<file path="src/rtl/sphere_discriminant_unit.sv">
// Ray/sphere discriminant stage: disc = B*B - 4*C, quick-hit flag and floor(sqrt(disc))
// computed one root bit per cycle, handed downstream through a valid/ready handshake.
module sphere_discriminant_unit #(
    parameter int ROOT_W = 24
) (
    input  logic              CLK,
    input  logic              aresetn,
    input  logic              InValid,
    output logic              InReady,
    input  logic [31:0]       BIn,
    input  logic [31:0]       CIn,
    input  logic [31:0]       OldDistanceIn,
    output logic              OutValid,
    input  logic              OutReady,
    output logic [ROOT_W-1:0] RootDiscriminant,
    output logic [31:0]       BOut,
    output logic              QuickIntersects,
    output logic [31:0]       OldDistanceOut
);
    localparam int DW = 2 * ROOT_W;
    localparam int CW = (ROOT_W > 1) ? $clog2(ROOT_W) : 1;

    typedef enum logic [1:0] {IDLE, CALC, ROOT, HOLD} state_t;

    state_t            state_q, state_d;
    logic [31:0]       b_q, b_d;
    logic [31:0]       c_q, c_d;
    logic [31:0]       old_q, old_d;
    logic              qi_q, qi_d;
    logic [ROOT_W-1:0] root_out_q, root_out_d;
    logic [DW-1:0]     disc_q, disc_d;
    logic [ROOT_W+1:0] rem_q, rem_d;
    logic [ROOT_W-1:0] root_q, root_d;
    logic [CW-1:0]     cnt_q, cnt_d;

    logic [31:0]        b_mag;
    logic [63:0]        b_sq;
    logic signed [65:0] disc_full;
    logic [DW-1:0]      disc_sat;
    logic [ROOT_W+3:0]  rem_sh;
    logic [ROOT_W+3:0]  trial;
    logic               trial_ok;
    logic [ROOT_W-1:0]  root_step;

    always_comb begin
        // B*B taken from |B| so the square is an exact unsigned 64-bit value
        b_mag     = b_q[31] ? (~b_q + 32'd1) : b_q;
        b_sq      = {32'd0, b_mag} * {32'd0, b_mag};
        disc_full = $signed({2'b00, b_sq}) - $signed({{32{c_q[31]}}, c_q, 2'b00});
        disc_sat  = (|disc_full[65:DW]) ? {DW{1'b1}} : disc_full[DW-1:0];

        rem_sh    = {rem_q, disc_q[DW-1 -: 2]};
        trial     = {2'b00, root_q, 2'b01};
        trial_ok  = (rem_sh >= trial);
        root_step = {root_q[ROOT_W-2:0], trial_ok};
    end

    always_comb begin
        state_d    = state_q;
        b_d        = b_q;
        c_d        = c_q;
        old_d      = old_q;
        qi_d       = qi_q;
        root_out_d = root_out_q;
        disc_d     = disc_q;
        rem_d      = rem_q;
        root_d     = root_q;
        cnt_d      = cnt_q;

        case (state_q)
            IDLE: begin
                if (InValid) begin
                    b_d     = BIn;
                    c_d     = CIn;
                    old_d   = OldDistanceIn;
                    state_d = CALC;
                end
            end
            CALC: begin
                if (disc_full[65]) begin
                    qi_d       = 1'b0;
                    root_out_d = '0;
                    state_d    = HOLD;
                end else begin
                    qi_d    = 1'b1;
                    disc_d  = disc_sat;
                    rem_d   = '0;
                    root_d  = '0;
                    cnt_d   = '0;
                    state_d = ROOT;
                end
            end
            ROOT: begin
                disc_d = disc_q << 2;
                rem_d  = trial_ok ? (rem_sh[ROOT_W+1:0] - trial[ROOT_W+1:0]) : rem_sh[ROOT_W+1:0];
                root_d = root_step;
                cnt_d  = cnt_q + CW'(1);
                if (cnt_q == CW'(ROOT_W - 1)) begin
                    root_out_d = root_step;
                    state_d    = HOLD;
                end
            end
            HOLD: begin
                if (OutReady) begin
                    state_d = IDLE;
                end
            end
            default: state_d = IDLE;
        endcase
    end

    always_ff @(posedge CLK) begin
        if (!aresetn) begin
            state_q    <= IDLE;
            b_q        <= '0;
            c_q        <= '0;
            old_q      <= '0;
            qi_q       <= 1'b0;
            root_out_q <= '0;
            disc_q     <= '0;
            rem_q      <= '0;
            root_q     <= '0;
            cnt_q      <= '0;
        end else begin
            state_q    <= state_d;
            b_q        <= b_d;
            c_q        <= c_d;
            old_q      <= old_d;
            qi_q       <= qi_d;
            root_out_q <= root_out_d;
            disc_q     <= disc_d;
            rem_q      <= rem_d;
            root_q     <= root_d;
            cnt_q      <= cnt_d;
        end
    end

    assign InReady          = (state_q == IDLE);
    assign OutValid         = (state_q == HOLD);
    assign RootDiscriminant = root_out_q;
    assign BOut             = b_q;
    assign QuickIntersects  = qi_q;
    assign OldDistanceOut   = old_q;

endmodule

</file>
<file path="config.mk">
export PLATFORM = sky130hd
export DESIGN_NAME = sphere_discriminant_unit
export DESIGN_NICKNAME = d
export VERILOG_FILES = /design/src/rtl/sphere_discriminant_unit.sv
export SDC_FILE = /design/constraint.sdc
export NUM_CORES = 2
export LEC_CHECK = 0
export ABC_AREA = 0
export BUFFER_PORTS_ARGS = -buffer_cell sky130_fd_sc_hd__buf_2
export CORE_MARGIN = 1
export CORE_UTILIZATION = 50
export CTS_BUF_LIST = sky130_fd_sc_hd__clkbuf_4 sky130_fd_sc_hd__clkbuf_8 sky130_fd_sc_hd__clkbuf_16
export CTS_CLUSTER_SIZE = 16
export DETAILED_ROUTE_END_ITERATION = 12
export MAX_ROUTING_LAYER = met4
export PLACE_DENSITY_LB_ADDON = 0.15
export SETUP_SLACK_MARGIN = 0.1
export SYNTH_ARGS = -nofsm -noshare
export SYNTH_HDL_FRONTEND = slang
export SYNTH_SLANG_ARGS = --single-unit
</file>
<file path="constraint.sdc">
create_clock -name CLK -period 12.85 [get_ports CLK]
set_input_delay 1.285 -clock CLK [delete_from_list [all_inputs] [get_ports CLK]]
set_output_delay 1.285 -clock CLK [all_outputs]
set_load 0.1 [all_outputs]
</file>
==> summary.md <==
| Metric | Value |
|---|---|
| Synthesis-to-finish area growth | 18.4% |
| Period utilisation layout | between 90 and 100% |
| Hold_buf cts | 0 |
| Rel. slew slack | under 10% |
| Post-route ant nets | 0 |
| Router iterations before antenna repair | 7 |
| Largest net degree at the start of global routing | 98 |
| Die ar. | 88000 um^2 |
| H-tree depth | 1 |
| Number of global-route vias before repair | around 38k |
| Synth Register Bits | around 230 |
| Max-cap violation count | 0 |
| Initial antenna violation count | 3 |
| Syn Area/Cell | ~8.6 um^2 |
| Area post-placement | roughly 49000 um^2 |
| CTS max path bufs | 3 |
| Critical path arrival | roughly 13000 ps |
| Global route overflow | 0 |
| Max Freq | approximately 78 MHz |
| CTS tree | built |
| Nets | between 6k and 7k |
| # DRC | 0 |
| Fillers | between 7k and 8k |
| Vias | ~36k |
| Root Buffer | clkbuf_16 |
| Fin crit period | 12760 ps |
| Clk sinks | about 230 |
| Leading cell type in the layout, fill and taps excluded | inv_1 |
| Design area | 51400 um^2 |
| Dpl ws | -416 ps |
| CP peak stage delay | 570 ps |
| CP max FO | 6 |
| All-layer global routing usage | 32.0% |
| Slew Viols, Final | 0 |
| Starting Density | around half |
| Clock-pin slew on the worst setup and hold paths | 60 ps |
| Clk_skew | roughly 44 ps |
| Worst-Margin Slew | between 1000 and 1500 ps |
| Most frequent cells in the layout | inv_1 (1075), fa_1 (784), nand2_1 (582), buf_4 (448), ha_1 (359) |
| Final WL | between 100000 and 150000 um |
| Share of cells above drive strength 1 | between 10% and 20% |
| Finished Core Util | about three fifths |
| Critical Path Sink Type | flip-flop |
| HPWL after DPL | ~110000 um |
| Core Box Area | ~86000 um^2 |
| Die H | 297 um |
| Startpoint Class | flip-flop |
| Num rows | 107 |
| Status | finished, final reports clean |
| Ys Warns | 0 |
| Worst hold path type | flip-flop to flip-flop |
| Clk_lat worst skew | 650 ps |
| Cells after synthesis | approximately 5k |
| Finish-stage setup viols | 0 |
| Cts bufs inserted | 30 |
| Post-synthesis sequential area ratio | a little over a tenth |
| GPL Wtd Cong | 0.980 |
| Die X | roughly 300 um |
| Mean routed wirelength per cell | roughly 20 um |
| Yosys cell types | between 90 and 100 |
| Setup Crit Path Kind | flip-flop to flip-flop |
| Final hold slack | roughly 450 ps |
| First-pass GRT wire length | 209000 um |
| EDFF count, synth | 0 |
| Port bufs | 190 |
| Async SR Flop Fraction | 0% |
| Fin. Hold Viols | 0 |
| Vias/cell | about 5.3 |
| Worst EP required | 13340 ps |
| Post-Synthesis Cell Area | around 43000 um^2 |
| Final Worst Setup Slack | 88.5 ps |
| RSZ-0062 raised after global routing | yes |
| DR iter-0 viols | 2600 |
| Num ports | roughly 190 |
| Leading register cell type out of synthesis | dfxtp_1 |
| CP dominant cell by count | fa_1 |
| CP max stage cell | fa_2 |
==> state kept, by name, summed over array words and instances (netlist names) <==
register and flops:
root_q 24, BOut 32, cnt_q 5, disc_q 48
state_q 2, OldDistanceOut 32, c_q 32, rem_q 26
QuickIntersects 1, RootDiscriminant 24
==> logic make-up (layout without fill, tap and decap cells) <==
group,after synthesis,count (layout),synth area share (%)
buf+inv,1307,1835,11.5
compound gates,802,802,12.2
simple gates,1318,1318,13.5
mux,31,31,0.727
other cells,2,29,0.0173
fa+ha+maj,1173,1173,47.6
flops,226,226,10.4
xor+xnor,197,197,4.09
==> routing by layer <==
layer | up-vias | part of all wire [%] | global-route usage, %
li1 | 16817 | - | -
met1 | 17799 | 42 | 41.4
met2 | 1240 | 47 | 50.9
met3 | 243 | 7.1 | 4.79
met4 | 0 | 4.4 | 11.5
met5 | - | 0 | -
==> critical path: cells and delay by family (launching register included) <==
| family | cells | cell delay [ps] |
|---|---|---|
| simple gates | 18 | 4210 |
| flops | 1 | 320 |
| buf+inv | 13 | 1510 |
| xor+xnor | 3 | 540 |
| fa+ha+maj | 10 | 4620 |
| compound gates | 9 | 1420 |
==> synth_stat cells, types with 40 or more instances <==
| cell type | number | area share (%) |
|---|---|---|
| a21boi_0 | 126 | 2.2 |
| inv_1 | 1087 | 9.4 |
| fa_1 | 796 | 37 |
| a21o_1 | 91 | 1.6 |
| nand4_1 | 44 | 0.63 |
| nor2_1 | 354 | 3.1 |
| or3_1 | 48 | 0.69 |
| a21oi_1 | 203 | 2.3 |
| dfxtp_1 | 226 | 10 |
| clkbuf_1 | 164 | 1.4 |
| o211ai_1 | 51 | 0.88 |
| nor3_1 | 40 | 0.46 |
| o21ai_0 | 142 | 1.6 |
| nand2_1 | 604 | 5.2 |
| nand3_1 | 54 | 0.62 |
| xor2_1 | 71 | 1.4 |
| xnor2_1 | 121 | 2.4 |
| nor2b_1 | 47 | 0.68 |
| ha_1 | 377 | 11 |
==> cell type report <==
cell class | instances | area [um^2] | share of cell area (%)
Antenna cell | 3 | 7.51 | 0.0146
Sequential cell | 226 | 4540 | 8.85
Tap cell | 1144 | 1430 | 2.79
Clock buffer | 37 | 822 | 1.60
Timing Repair Buffer | 681 | 5020 | 9.77
Inverter | 1101 | 4140 | 8.07
Clock inverter | 16 | 226 | 0.441
Multi-Input combinational cell | 3547 | 35200 | 68.5
==> metrics by stage <==
step	setup TNS [ps]	instances
6_report	0	6755
3_5_place_dp	-40370	6651
4_1_cts	0	6733
5_1_grt	-19390	6755
2_1_floorplan	0	5080
3_3_place_gp	-25060	6651
==> final timing paths <==
kind              start    endpoint  slack [ps]  cells past startpoint
min reg2reg  disc_q[27]  disc_q[27]         450                      2
max reg2reg    BOut[11]   disc_q[5]          90                     53
min          disc_q[27]  disc_q[27]         450                      2
max            BOut[11]   disc_q[5]          90                     53
==> timing repair <==
item | CTS | global route
endpoints found under the setup margin | 129 | 127
pin swaps | 31 | 56
endpoints found under the hold margin | 0 | 0
gates resized for setup | 123 | 165
cloned | 2 | 4
setup buffers | 27 | 15
Power is not shown: default switching activity piles up to over one toggle a cycle in this logic, so the estimate is an artifact.
